## src/rtl/alu_seq.sv

```systemverilog
// -----------------------------------------------------------------------------
// alu_seq -- registered, multi-cycle keypad-calculator ALU
//
// Sits between the keypad decode/operand registers and the display formatter.
// Keeps an internal carry/borrow flag so chained ADC/SBC ops need no external
// carry loop, and adds an unsigned shift-add multiply (one step per cycle).
//
// Parameters:
//   WIDTH          operand / result width in bits (min 2)
//
// Ports:
//   IN_clk         system clock, rising edge
//   IN_rst         asynchronous, active-high reset
//   IN_start       request strobe
//   IN_op          opcode, sampled at accept
//   IN_data_a      operand A, sampled at accept
//   IN_data_b      operand B, sampled at accept
//   OUT_S          result (low half for MUL)
//   OUT_S_hi       MUL high half, 0 for every other op
//   OUT_zero       zero flag
//   OUT_carry_out  carry flag; carry/borrow source for ADC/SBC
//   OUT_busy       multiply in progress
//   OUT_done       one-cycle pulse when results update
//   OUT_err        one-cycle pulse on an illegal opcode
//   dbg_state      current FSM state (0 = IDLE, 1 = MUL)
//
// Handshake: a request is accepted on a rising edge where IN_start=1 and
// OUT_busy=0 (OUT_busy acts as the inverse of ready). Requests presented while
// OUT_busy=1 are dropped, not queued. The edge that completes a MUL is never
// an accept edge; the next accept can happen on the following edge.
//
// Opcodes: A ADD, B SUB, C AND, D OR, E CMP, 1 ADC, 2 SBC, 3 MUL; others illegal.
//
// Optional build macro: ALU_SAT_EN -- ADD/ADC clamp to all-ones on carry,
// SUB/SBC clamp to zero on borrow. The carry flag still reports the raw
// carry/borrow and the zero flag follows the clamped result.
// -----------------------------------------------------------------------------
module alu_seq #(
    parameter int WIDTH = 8
) (
    input  logic             IN_clk,
    input  logic             IN_rst,
    input  logic             IN_start,
    input  logic [3:0]       IN_op,
    input  logic [WIDTH-1:0] IN_data_a,
    input  logic [WIDTH-1:0] IN_data_b,
    output logic [WIDTH-1:0] OUT_S,
    output logic [WIDTH-1:0] OUT_S_hi,
    output logic             OUT_zero,
    output logic             OUT_carry_out,
    output logic             OUT_busy,
    output logic             OUT_done,
    output logic             OUT_err,
    output logic             dbg_state
);

    localparam logic [3:0] OP_ADD = 4'hA;
    localparam logic [3:0] OP_SUB = 4'hB;
    localparam logic [3:0] OP_AND = 4'hC;
    localparam logic [3:0] OP_OR  = 4'hD;
    localparam logic [3:0] OP_CMP = 4'hE;
    localparam logic [3:0] OP_ADC = 4'h1;
    localparam logic [3:0] OP_SBC = 4'h2;
    localparam logic [3:0] OP_MUL = 4'h3;

    localparam int              CW   = $clog2(WIDTH + 1);
    localparam logic [CW-1:0]   LAST = CW'(WIDTH - 1);

    typedef enum logic {
        IDLE = 1'b0,
        MUL  = 1'b1
    } state_t;

    state_t             state_q, state_n;
    logic [WIDTH-1:0]   s_q, s_n;
    logic [WIDTH-1:0]   s_hi_q, s_hi_n;
    logic               zero_q, zero_n;
    logic               carry_q, carry_n;
    logic               done_q, done_n;
    logic               err_q, err_n;
    logic [WIDTH-1:0]   mul_a_q, mul_a_n;
    logic [WIDTH-1:0]   mul_hi_q, mul_hi_n;
    logic [WIDTH-1:0]   mul_lo_q, mul_lo_n;
    logic [CW-1:0]      cnt_q, cnt_n;

    // Single-cycle ALU results (combinational, from the live inputs)
    logic               adc_cin;
    logic               sbc_bin;
    logic [WIDTH:0]     add_w;
    logic [WIDTH:0]     sub_w;
    logic [WIDTH-1:0]   alu_s;
    logic               alu_c;
    logic               alu_z;
    logic               alu_legal;
    logic               alu_is_mul;

    // One shift-add step
    logic [WIDTH:0]     mul_sum;
    logic [WIDTH-1:0]   step_hi;
    logic [WIDTH-1:0]   step_lo;

    // Only ADC/SBC consume the stored flag; ADD/SUB/CMP run with no carry/borrow in.
    assign adc_cin = (IN_op == OP_ADC) ? carry_q  : 1'b0;
    assign sbc_bin = (IN_op == OP_SBC) ? ~carry_q : 1'b0;

    // The extra MSB is the carry out (add) or borrow (sub).
    assign add_w = {1'b0, IN_data_a} + {1'b0, IN_data_b} + {{WIDTH{1'b0}}, adc_cin};
    assign sub_w = {1'b0, IN_data_a} - {1'b0, IN_data_b} - {{WIDTH{1'b0}}, sbc_bin};

    always_comb begin
        alu_s      = '0;
        alu_c      = 1'b0;
        alu_z      = 1'b0;
        alu_legal  = 1'b1;
        alu_is_mul = 1'b0;
        unique case (IN_op)
            OP_ADD, OP_ADC: begin
                alu_s = add_w[WIDTH-1:0];
                alu_c = add_w[WIDTH];
`ifdef ALU_SAT_EN
                if (add_w[WIDTH]) alu_s = '1;
`endif
                alu_z = (alu_s == '0);
            end
            OP_SUB, OP_SBC: begin
                alu_s = sub_w[WIDTH-1:0];
                // Flag is "no borrow" for subtraction.
                alu_c = ~sub_w[WIDTH];
`ifdef ALU_SAT_EN
                if (sub_w[WIDTH]) alu_s = '0;
`endif
                alu_z = (alu_s == '0);
            end
            OP_AND: begin
                alu_s = IN_data_a & IN_data_b;
                alu_z = (alu_s == '0);
            end
            OP_OR: begin
                alu_s = IN_data_a | IN_data_b;
                alu_z = (alu_s == '0);
            end
            OP_CMP: begin
                // Unlike SUB, CMP flags a<b directly (the raw borrow).
                alu_s = sub_w[WIDTH-1:0];
                alu_c = sub_w[WIDTH];
                alu_z = (IN_data_a == IN_data_b);
            end
            OP_MUL: begin
                alu_is_mul = 1'b1;
            end
            default: begin
                alu_legal = 1'b0;
            end
        endcase
    end

    // LSB-first shift-add: the multiplier sits in the low half and is shifted
    // out as the partial product is shifted in from the top.
    assign mul_sum = {1'b0, mul_hi_q} + (mul_lo_q[0] ? {1'b0, mul_a_q} : '0);
    assign step_hi = mul_sum[WIDTH:1];
    assign step_lo = {mul_sum[0], mul_lo_q[WIDTH-1:1]};

    always_comb begin
        state_n  = state_q;
        s_n      = s_q;
        s_hi_n   = s_hi_q;
        zero_n   = zero_q;
        carry_n  = carry_q;
        done_n   = 1'b0;
        err_n    = 1'b0;
        mul_a_n  = mul_a_q;
        mul_hi_n = mul_hi_q;
        mul_lo_n = mul_lo_q;
        cnt_n    = cnt_q;
        unique case (state_q)
            IDLE: begin
                if (IN_start) begin
                    if (alu_is_mul) begin
                        // Visible results hold until the multiply completes.
                        mul_a_n  = IN_data_a;
                        mul_hi_n = '0;
                        mul_lo_n = IN_data_b;
                        cnt_n    = '0;
                        state_n  = MUL;
                    end else if (alu_legal) begin
                        s_n     = alu_s;
                        s_hi_n  = '0;
                        zero_n  = alu_z;
                        carry_n = alu_c;
                        done_n  = 1'b1;
                    end else begin
                        // Illegal op clears the result but leaves the flags alone.
                        s_n    = '0;
                        s_hi_n = '0;
                        err_n  = 1'b1;
                    end
                end
            end
            MUL: begin
                mul_hi_n = step_hi;
                mul_lo_n = step_lo;
                cnt_n    = cnt_q + CW'(1);
                if (cnt_q == LAST) begin
                    s_n     = step_lo;
                    s_hi_n  = step_hi;
                    carry_n = |step_hi;
                    zero_n  = ~|{step_hi, step_lo};
                    done_n  = 1'b1;
                    state_n = IDLE;
                end
            end
            default: begin
                state_n = IDLE;
            end
        endcase
    end

    always_ff @(posedge IN_clk or posedge IN_rst) begin
        if (IN_rst) begin
            state_q  <= IDLE;
            s_q      <= '0;
            s_hi_q   <= '0;
            zero_q   <= 1'b0;
            carry_q  <= 1'b0;
            done_q   <= 1'b0;
            err_q    <= 1'b0;
            mul_a_q  <= '0;
            mul_hi_q <= '0;
            mul_lo_q <= '0;
            cnt_q    <= '0;
        end else begin
            state_q  <= state_n;
            s_q      <= s_n;
            s_hi_q   <= s_hi_n;
            zero_q   <= zero_n;
            carry_q  <= carry_n;
            done_q   <= done_n;
            err_q    <= err_n;
            mul_a_q  <= mul_a_n;
            mul_hi_q <= mul_hi_n;
            mul_lo_q <= mul_lo_n;
            cnt_q    <= cnt_n;
        end
    end

    assign OUT_S         = s_q;
    assign OUT_S_hi      = s_hi_q;
    assign OUT_zero      = zero_q;
    assign OUT_carry_out = carry_q;
    assign OUT_busy      = (state_q == MUL);
    assign OUT_done      = done_q;
    assign OUT_err       = err_q;
    assign dbg_state     = state_q;

endmodule
```

## config.mk

```make
export PLATFORM = sky130hd
export DESIGN_NAME = alu_seq
export DESIGN_NICKNAME = d
export VERILOG_FILES = /design/src/rtl/alu_seq.sv
export SDC_FILE = /design/constraint.sdc
export NUM_CORES = 1
export LEC_CHECK = 0
export ABC_AREA = 1
export CORE_MARGIN = 2
export CORE_UTILIZATION = 60
export CTS_BUF_LIST = sky130_fd_sc_hd__clkbuf_8 sky130_fd_sc_hd__clkbuf_16
export DETAILED_ROUTE_END_ITERATION = 8
export DONT_BUFFER_PORTS = 1
export PLACE_DENSITY = 0.83
export SKIP_LAST_GASP = 1
export SYNTH_ARGS = -nofsm -noshare
export SYNTH_HDL_FRONTEND = slang
export SYNTH_SLANG_ARGS = --single-unit
export TNS_END_PERCENT = 1
```

## constraint.sdc

```tcl
create_clock -name IN_clk -period 2.5 [get_ports IN_clk]
set_input_delay 0.75 -clock IN_clk [delete_from_list [all_inputs] [get_ports IN_clk]]
set_output_delay 0.75 -clock IN_clk [all_outputs]
set_load 0.02 [all_outputs]
```

Word level (Yosys, flattened, before mapping)
Index checks and enable logic that the tools add are counted.
{"block": "word_totals", "register_bits": 49, "inputBits": 23, "output_inout_bits": 22, "elab_cells": 101}
{"block": "classes", "add_sub_neg": 6, "n_eq_ne": 15, "n_mux": 49, "bitwise_logic": 5, "n_reduce_logical": 15}
{"cell": "$mux 8", "n": 12}
{"cell": "$pmux 8 s2", "n": 4}
{"cell": "$logic_not 8->1", "n": 4}
{"cell": "$pmux 8 s4", "n": 1}
{"cell": "$mux 1", "n": 23}
{"cell": "$eq 4x4->1 const B", "n": 5}
{"cell": "$add 8x8->9", "n": 2}
{"cell": "$reduce_or 16->1", "n": 1}
{"cell": "$reduce_or 8->1", "n": 2}
{"cell": "$add 9x1->9", "n": 1}
{"cell": "$sub 8x8->9", "n": 1}
{"cell": "$sub 9x1->9", "n": 1}
{"cell": "$and 8x8->8", "n": 1}
{"cell": "$eq 4x2->1 const B", "n": 2}
{"cell": "$eq 8x8->1", "n": 1}
{"cell": "$mux 4", "n": 2}
{"cell": "$ne 2x2->1 const B", "n": 4}
{"cell": "$or 8x8->8", "n": 1}
{"cell": "$pmux 1 s2", "n": 4}
{"cell": "$pmux 4 s2", "n": 1}
{"cell": "$reduce_and 3->1", "n": 2}
{"cell": "$pmux 1 s5", "n": 1}
{"cell": "$add 4x1->4 const B", "n": 1}
{"cell": "$eq 4x1->1 const B", "n": 1}
{"cell": "9 further kinds", "n": 12}

Longest topological paths before layout
Gate-level depths: netlist of the first run.
{"block": "depth", "word_depth": 9, "depth_mapped": 18}

Worst setup path before layout of the first run
Ideal clock, no wire load.
{"block": "synth_path", "path_kind": "in2reg", "start": "in IN_op[0]", "end": "reg zero_q (netlist: OUT_zero)", "t_arrival_ns": 2.708, "slack_ns": -0.286, "cell_stages": 17, "n_path_buf": 0, "path_cell_list": "inv_1 nand2_1 nor2_1 nand2_1 fa_1 fa_1 nand2_1 inv_1 nor2_1 nand3_1 nor2_1 nand3_1 nor2_1 nand3_1 nand3_1 nand2_1 a21oi_1"}
{"block": "synth_between", "elab_chain_len": 9, "elab_cells_between_ends": 27, "classes_between": "add/sub (2); eq/ne (10); mux (9); reduce/logical (6)"}
{"element": "start, declared", "line_no": "44", "source": "input logic [3:0] IN_op,"}
{"element": "$eq 4x2->1 / $eq 4x1->1 (equally long branches)", "line_no": "104, 116, 103"}
{"element": "$mux 1, on equally long branches", "line_no": "104, 103"}
{"element": "$sub 9x1->9 / $add 9x1->9 (equally long branches)", "line_no": "108, 107"}
{"element": "$logic_not 8->1, on equally long branches", "line_no": "132, 123"}
{"element": "$pmux 1 s5", "line_no": "116", "source": "unique case (IN_op)"}
{"element": "$mux 1", "line_no": "185", "source": "end else if (alu_legal) begin"}
{"element": "$mux 1", "line_no": "178", "source": "if (alu_is_mul) begin"}
{"element": "$mux 1", "line_no": "177", "source": "if (IN_start) begin"}
{"element": "$pmux 1 s2", "line_no": "175", "source": "unique case (state_q)"}
{"element": "end signal, assigned", "line_no": "235", "source": "zero_q <= zero_n;"}
{"element": "end, declared", "line_no": "77", "source": "logic zero_q, zero_n;"}
Parallel ways exist; a longest one is shown, timed or not. The select of a mux whose other input is x is not followed.
A chain may end at the register's enable or synchronous reset.

Worst setup path after layout of the first run
Ends and elaborated chain as after synthesis.

==> results.json, run 1 <==
{
  "run_status": "finished with violations",
  "violations": "negative setup slack",
  "fp.dieW_um": 85.6,
  "ys_warn_count": 0,
  "fin_crit_sh_pct": 105,
  "synth_cell_types": 35,
  "dp_hpwl_mm": 8.69,
  "p_total_w": 0.00349,
  "p_per_area_mw_per_mm2": 773,
  "rsz0062_at_grt": "yes",
  "drive_above_1_share_pct": 11.5,
  "die_height_um": 85.6,
  "min_path_type": "input port to asynchronous set/reset pin",
  "final_common_cell": "nand2_1",
  "grt_pass1_wl_mm": 17.9,
  "wl_per_cell_um": 15.7,
  "cts_root_buf": "clkbuf_8",
  "clk_pin_slew_ns": 0.10,
  "synthCells": 585,
  "cp_data_required_time_ns": 2.74,
  "coreArea_sq_mm": 0.00639,
  "postSynthAreaPerCell_sq_um": 6.83,
  "finalSetupTns_ns": -0.287,
  "intPower_w": 0.00188,
  "worstPathMaxFanout": 4,
  "final_cell_mix": "186 x nand2_1, 86 x inv_1, 49 x dfrtp_1",
  "antenna_left": 0,
  "cts_sinks": 49,
  "p_leak_nw": 2.47,
  "n_antenna_cell": 0,
  "ys_ff_latch": 49,
  "clockBufferDepth": 2,
  "dieArea_sq_mm": 0.00732,
  "p_sw_share_pct": 46.3,
  "drt_iter0_drc": 443,
  "grt_pass1_vias": 3861,
  "tightest_slew_ns": 0.536,
  "finalMaxSlewViolations": 0,
  "drc": 0,
  "syn-num-nets": 652,
  "hold_viol": 0,
  "routed_wl_mm": 10.9,
  "syn_area_sq_mm": 0.00399,
  "ys_seq_area_share_pct": 30.7,
  "arrival_ns": 2.86,
  "num_vias": 4077,
  "clk-insertion-delay-late_ns": 0.31,
  "drtPass1Iterations": 6,
  "clock_skew_ns": 0.0118,
  "p_clk_share_pct": 14.2,
  "setup_slack_ns": -0.126,
  "peakVddDrop_uv": 874,
  "end_kind": "flip-flop",
  "relSlewSlack_pct": 64.0,
  "grt.total_usage_pct": 30.2,
  "tritoncts": "done",
  "grt-ovfl-total": 0,
  "whs_ns": 0.338,
  "startpoint_type": "input port",
  "pwr-share-comb_pct": 43.4,
  "nets": 685,
  "maxCapViolations": 0,
  "cts_made_buffers": 5,
  "ctsHoldBuffers": 0,
  "period_needed_ns": 2.63,
  "p_sw_w": 0.00161,
  "io_pins": 45,
  "start_util_pct": 62.5,
  "rr_worst_depth": 15,
  "vias_per_cell": 5.86,
  "antenna_found_initial": 0,
  "p_seq_share_pct": 42.4,
  "setup_viol": 5,
  "crit_type": "input port to flip-flop",
  "rows": 29,
  "htreeDepth": 2,
  "syn_to_final_growth_pct": 13.0,
  "numPortBuffers": 0,
  "max_freq_mhz": 381,
  "gp_congestion": 0.966,
  "grt_max_degree": 27
}
through the flow:
stage / util [%] / std cells / setup WS (ns) / area [sq um]
floorplan: - / 585 / -0.125 / 4000
CTS: 69.3 / 694 / -0.0570 / 4430
finish: 70.7 / 696 / -0.126 / 4510
global route: 70.7 / 696 / -0.234 / 4510
detailed placement: 67.7 / 686 / -0.432 / 4320
global placement: 67.7 / 686 / -0.349 / 4320
what timing repair did:
item                                    4_1_cts  5_1_grt
setup buffers                                 0        2
gates resized for setup                       2       22
pin swaps                                     0       11
endpoints found under the setup margin        4        8
routing by layer:
layer / vias up / routed length (um) / global-route usage, %
met5: - / 0 / 0
met4: 0 / 301 / 8.51
met3: 39 / 935 / 3.46
met2: 218 / 5020 / 50.9
met1: 1869 / 4650 / 41.3
li1: 1951 / - / -
critical path: stages:
cell and delay [ns]:
clkinv_16 0.03, nand2_8 0.05, nor2_4 0.11, nand2_2 0.07, fa_2 0.42, fa_2 0.43
nand2_2 0.07, inv_2 0.05, nor2_2 0.09, nand3_1 0.07, nor2_1 0.11, nand3_1 0.09
nor2_1 0.11, nand3_1 0.10, nand3_1 0.09, nand2_1 0.07, a21oi_2 0.14
cells by family after synthesis:
kind of cell	after synthesis	synth area share [%]
buf+inv	106	10.3
simple gates	305	31.9
flops	49	30.7
xor+xnor	2	0.439
fa+ha+maj	44	14.7
compound gates	79	11.9
Yosys cell counts, drive strengths merged:
cell	number	area share [%]
nand2	190	18
inv	94	8.8
dfrtp	49	31
nor2	46	4.3
nand3	42	5.3
ha	39	12
o21ai	28	3.6
a21oi	21	2.6
nand4	10	1.6
buf	9	1.2
a31oi	7	1.1
o211ai	7	1.4
fa	5	2.5
nand3b	5	0.94
nor3	5	0.75
o2111ai	5	1.1
nor4	4	0.63
clkbuf	3	0.28
o22ai	3	0.47
or2	3	0.47
o21a	2	0.38
o221ai	2	0.44
xnor2	2	0.44
a21boi	1	0.19
a22o	1	0.22
a22oi	1	0.19
o31ai	1	0.19
flip-flops by register name, summed over array words and instances, names as in the netlist:
signal	count
OUT_S	8
cnt_q	4
mul_lo_q	8
mul_hi_q	8
mul_a_q	8
OUT_err	1
OUT_S_hi	8
OUT_done	1
OUT_carry_out	1
OUT_busy	1
OUT_zero	1
power groups by stage:
stage / Sequential, W / Combinational [W] / Clock, W
after floorplan: 0.00143 / 0.00108 / 0
after global placement: 0.00147 / 0.00140 / 0
after detailed placement: 0.00149 / 0.00144 / 0
after CTS: 0.00148 / 0.00146 / 0.000490
after global routing: 0.00152 / 0.00170 / 0.000519
final: 0.00148 / 0.00151 / 0.000495
final cells by class:
type                            count  area [sq um]
Tap cell                           77          96.3
Clock inverter                      2          13.8
Timing Repair Buffer               38           298
Sequential cell                    49          1230
Inverter                           94           389
Multi-Input combinational cell    430          2410
Clock buffer                        6          82.6
Fill cell                         539          1870
final timing paths:
path	from	end	slack (ns)
setup / recovery	IN_op[0]	OUT_zero$_DFFE_PP0P_	-0.13
hold / removal	IN_rst	OUT_err$_DFF_PP0_	0.34
setup reg to reg	OUT_carry_out$_DFFE_PP0P_	OUT_zero$_DFFE_PP0P_	-0.02
hold reg to reg	cnt_q[0]$_DFFE_PP0P_	cnt_q[0]$_DFFE_PP0P_	0.50
max in group asynchronous	IN_rst	mul_hi_q[7]$_DFFE_PP0P_	1.64
min in group IN_clk	cnt_q[0]$_DFFE_PP0P_	cnt_q[0]$_DFFE_PP0P_	0.50
(Power assumes the default switching activity.)
==> run 2: changes to the inputs <==
RECOVER_POWER = 100   (was default)
==> run 2 against run 1 <==
The flow still finishes with violations (negative setup slack); maximum frequency shrank 0.35%; combinational power barely moved; global-route usage unchanged; clock skew up 0.0021 ns; clock power about the same; sequential power about the same; sequential cell count is the same; power shrank 0.60%; largest cell class unchanged.
==> results.json, run 2 (synthesis gave the netlist of run 1 again) <==
{
  "run_status": "finished with violations",
  "violations": "negative setup slack",
  "grt.total_usage_pct": 30.2,
  "crit_type": "input port to flip-flop",
  "maxCapViolations": 0,
  "arrival_ns": 2.87,
  "tritoncts": "done",
  "end_kind": "flip-flop",
  "num_vias": 4052,
  "met2_length_mm": 5.03,
  "clock_skew_ns": 0.0138,
  "cts_root_buf": "clkbuf_8",
  "p_leak_nw": 2.46,
  "grt_max_degree": 27,
  "crit_top_cell": "nand3_1",
  "worstPathMaxFanout": 4,
  "io_pins": 45,
  "drtPass1Iterations": 5,
  "coreArea_sq_mm": 0.00639,
  "fp.dieW_um": 85.6,
  "wl_met3_um": 864,
  "start_util_pct": 62.5,
  "cts_sinks": 49,
  "p_per_area_mw_per_mm2": 773,
  "antenna_left": 0,
  "crit_start": "IN_op[0]",
  "wl_per_cell_um": 15.7,
  "grt_pass1_wl_mm": 17.9,
  "dp_hpwl_mm": 8.69,
  "top_layer": "met4",
  "rsz0062_at_grt": "yes",
  "timing.rr.end": "OUT_zero$_DFFE_PP0P_",
  "slowest_delay_ns": 0.44,
  "whs_ns": 0.488,
  "r2r_start": "OUT_carry_out$_DFFE_PP0P_",
  "post-route-util_pct": 70.3,
  "clk_pin_slew_ns": 0.10,
  "grt-ovfl-total": 0,
  "startpoint_type": "input port",
  "cp_top_family": "simple AND/OR/NAND/NOR gates",
  "setup_slack_ns": -0.135,
  "finalMaxSlewViolations": 0,
  "crit_cells": 17,
  "min_path_type": "input port to asynchronous set/reset pin",
  "finalSetupTns_ns": -0.232,
  "peakVddDrop_uv": 854,
  "drc": 0,
  "dieArea_sq_mm": 0.00732,
  "relSlewSlack_pct": 43.8,
  "setup_viol": 5,
  "clk-insertion-delay-late_ns": 0.31,
  "n_antenna_cell": 0,
  "die_height_um": 85.6,
  "nets": 685,
  "vias_per_cell": 5.82,
  "tightest_slew_ns": 0.842,
  "drt_iter0_drc": 387,
  "syn_to_final_growth_pct": 12.4,
  "antenna_found_initial": 0,
  "period_needed_ns": 2.64,
  "cts_made_buffers": 5,
  "routed_wl_mm": 10.9,
  "r2r_slack_ns": 0,
  "rows": 29,
  "hold_viol": 0,
  "wl_met1_mm": 4.68,
  "slowest_stage": "fa_2",
  "htreeDepth": 2,
  "critPathCapture": "OUT_zero$_DFFE_PP0P_",
  "grt_pass1_vias": 3861,
  "cp_data_required_time_ns": 2.74,
  "rr_worst_depth": 15,
  "clockBufferDepth": 2,
  "crit_chain": "clkinv_16, nand2_8, nor2_4, nand2_2, fa_2, fa_2, nand2_2, inv_2, nor2_2, nand3_1, nor2_1, nand3_1, nor2_1, nand3_1, nand3_1, nand2_1, a21oi_2",
  "ctsHoldBuffers": 0,
  "drive_above_1_share_pct": 10.7,
  "gp_congestion": 0.966,
  "fillCellCount": 546,
  "crit_buf_inv": 2,
  "final_cell_mix": "186 x nand2_1, 89 x inv_1, 49 x dfrtp_1",
  "fin_crit_sh_pct": 105,
  "final_common_cell": "nand2_1",
  "max_freq_mhz": 379,
  "numPortBuffers": 0
}
-- run 2: worst min-delay path by stage --
stage | slack (ns) | endpoint | start | cells past startpoint
floorplan | 0.46 | mul_hi_q[3]$_DFFE_PP0P_ | mul_hi_q[3]$_DFFE_PP0P_ | 2
global placement | 0.47 | mul_hi_q[7]$_DFFE_PP0P_ | mul_hi_q[7]$_DFFE_PP0P_ | 2
detailed placement | 0.48 | mul_hi_q[5]$_DFFE_PP0P_ | mul_hi_q[5]$_DFFE_PP0P_ | 2
CTS | 0.36 | OUT_done$_DFF_PP0_ | IN_rst | 1
global route | 0.54 | mul_a_q[6]$_DFFE_PP0P_ | mul_a_q[6]$_DFFE_PP0P_ | 2
finish | 0.49 | OUT_done$_DFF_PP0_ | IN_rst | 1
-- run 2: what timing repair did --
item                       CTS  global route
gates cloned                 0             0
pin swaps                    0            11
resized for setup            2            22
setup endpoints to repair    4             8
buffers inserted             0             2
-- run 2: report_power, final --
group | leakage [nW] | internal, W | total, W | switching [W]
combinational | 1.78 | 0.000542 | 0.00149 | 0.000950
clock | 0.0512 | 0.000225 | 0.000495 | 0.000270
sequential | 0.632 | 0.00109 | 0.00148 | 0.000391
total | 2.46 | 0.00186 | 0.00347 | 0.00161
-- run 2: stage by stage --
step                      setup WS, ns  instances  area, sq um  power [W]
after floorplan                 -0.125        585         4000    0.00251
after global placement          -0.349        686         4320    0.00288
after detailed placement        -0.432        686         4320    0.00293
after CTS                      -0.0570        694         4430    0.00342
after global routing            -0.234        696         4490    0.00371
final                           -0.135        696         4490    0.00347
-- run 2: final cells by class --
cell class	count	area, sq um	area share, %
inverters	94	389	8.67
clock buffers	6	82.6	1.84
clock inverters	2	13.8	0.307
repair buffers	38	273	6.08
flip-flops and latches	49	1230	27.3
multi-input cells	430	2410	53.6
well taps	77	96.3	2.15
-- run 2: layer usage --
layer | GRT usage [%] | vias up
met5 | 0 | -
met2 | 50.9 | 205
met1 | 41.3 | 1852
met4 | 8.51 | 0
li1 | - | 1950
met3 | 3.46 | 45
==> run 3: changes to the inputs <==
SKIP_CTS_REPAIR_TIMING = 1   (was default)
==> run 3 against run 2 <==
The run still ends with negative setup slack left; final cell count unchanged; combinational power hardly changed; die area did not move; critical path type unchanged; highest routed layer unchanged.
==> results.json, run 3 (synthesis gave the netlist of run 1 again) <==
{
  "relSlewSlack_pct": 43.4,
  "numPortBuffers": 0,
  "pwr-share-comb_pct": 42.9,
  "fillCellCount": 547,
  "r2r_slack_ns": -0.02,
  "grt_pass1_wl_mm": 17.9,
  "run_status": "finished with violations",
  "vias_per_cell": 5.83,
  "wl_met1_mm": 4.66,
  "crit_type": "input port to flip-flop",
  "crit_top_cell": "nand3_1",
  "dp_hpwl_mm": 8.69,
  "fp.dieW_um": 85.6,
  "cts_sinks": 49,
  "drive_above_1_share_pct": 10.5,
  "met2_length_mm": 5.00,
  "dieArea_sq_mm": 0.00732,
  "num_vias": 4056,
  "fin_crit_sh_pct": 105,
  "gp_congestion": 0.966,
  "final_cell_mix": "186 x nand2_1, 89 x inv_1, 49 x dfrtp_1",
  "cts_root_buf": "clkbuf_8",
  "hold_viol": 0,
  "finalSetupTns_ns": -0.250,
  "finalMaxSlewViolations": 0,
  "intPower_w": 0.00186,
  "nets": 685,
  "rows": 29,
  "drc": 0,
  "crit_buf_inv": 2,
  "arrival_ns": 2.87,
  "maxCapViolations": 0,
  "slowest_delay_ns": 0.43,
  "top_layer": "met4",
  "crit_chain": "clkinv_16, nand2_8, nor2_4, nand2_2, fa_2, fa_2, nand2_2, inv_2, nor2_2, nand3_1, nor2_1, nand3_1, nor2_1, nand3_1, nand3_1, nand2_1, a21oi_2",
  "grt.total_usage_pct": 30.2,
  "slowest_stage": "fa_2",
  "antenna_left": 0,
  "routed_wl_mm": 10.9,
  "n_antenna_cell": 0,
  "wl_per_cell_um": 15.7,
  "grt_pass1_vias": 3861,
  "antenna_found_initial": 0,
  "wl_met3_um": 932,
  "p_seq_share_pct": 42.7,
  "final_common_cell": "nand2_1",
  "clockBufferDepth": 2,
  "cts_made_buffers": 5,
  "clock_skew_ns": 0.0113,
  "p_sw_w": 0.00161,
  "setup_slack_ns": -0.130,
  "grt-ovfl-total": 0,
  "end_kind": "flip-flop",
  "cp_top_family": "simple AND/OR/NAND/NOR gates",
  "die_height_um": 85.6,
  "clk-insertion-delay-late_ns": 0.31,
  "startpoint_type": "input port",
  "peakVddDrop_uv": 852,
  "min_path_type": "input port to asynchronous set/reset pin",
  "drt_iter0_drc": 461,
  "syn_to_final_growth_pct": 12.3,
  "post-route-util_pct": 70.2,
  "setup_viol": 5,
  "p_total_w": 0.00347,
  "io_pins": 45,
  "p_per_area_mw_per_mm2": 773,
  "violations": "negative setup slack",
  "coreArea_sq_mm": 0.00639,
  "htreeDepth": 2,
  "cp_data_required_time_ns": 2.74,
  "tightest_slew_ns": 0.848,
  "stdcell_area_sq_mm": 0.00448,
  "max_freq_mhz": 380,
  "whs_ns": 0.492,
  "worstPathMaxFanout": 4,
  "grt_max_degree": 27,
  "tritoncts": "done",
  "period_needed_ns": 2.63,
  "drtPass1Iterations": 5,
  "clk_pin_slew_ns": 0.10,
  "rsz0062_at_grt": "yes",
  "p_sw_share_pct": 46.5,
  "p_clk_share_pct": 14.4,
  "start_util_pct": 62.5,
  "dpl_cell_area_sq_mm": 0.00432,
  "p_leak_nw": 2.46
}
==> run 3: cell counts in the layout (fill, tap and decap cells not counted) <==
No cell type changed its count.
==> run 3: area by class of cell <==
class,count,area [sq um],area share (%)
clock buffer,6,82.6,1.84
inverter,94,389,8.68
tap,77,96.3,2.15
multi-input combinational,430,2400,53.6
sequential,49,1230,27.3
timing repair buffer,38,273,6.08
clock inverter,2,13.8,0.307
==> run 3: worst paths after layout <==
check,startpoint,cells past startpoint,end
worst min register to register,cnt_q[3]$_DFFE_PP0P_,1,cnt_q[3]$_DFFE_PP0P_
min in group IN_clk,cnt_q[3]$_DFFE_PP0P_,1,cnt_q[3]$_DFFE_PP0P_
worst max-delay path,IN_op[0],17,OUT_zero$_DFFE_PP0P_
max in group asynchronous,IN_rst,2,mul_hi_q[7]$_DFFE_PP0P_
worst min-delay path,IN_rst,1,OUT_err$_DFF_PP0_
worst max register to register,OUT_carry_out$_DFFE_PP0P_,15,OUT_zero$_DFFE_PP0P_
==> run 3: routing by layer <==
metal	GRT usage, %	vias up
li1	-	1954
met5	0	-
met4	8.37	0
met1	41.3	1854
met2	51.1	209
met3	3.46	39
==> run 3: metrics by stage <==
stage,worst slack [ns],cells
after floorplan,-0.125,585
after global placement,-0.349,686
after detailed placement,-0.432,686
after CTS,-0.117,694
after global routing,-0.231,696
final,-0.130,696
==> run 3: power by group through the flow <==
| stage | Clock (W) | Combinational, W | Sequential [W] |
|---|---|---|---|
| floorplan | 0 | 0.00108 | 0.00143 |
| global placement | 0 | 0.00140 | 0.00147 |
| detailed placement | 0 | 0.00144 | 0.00149 |
| CTS | 0.000490 | 0.00145 | 0.00148 |
| global route | 0.000519 | 0.00168 | 0.00152 |
| finish | 0.000498 | 0.00149 | 0.00148 |
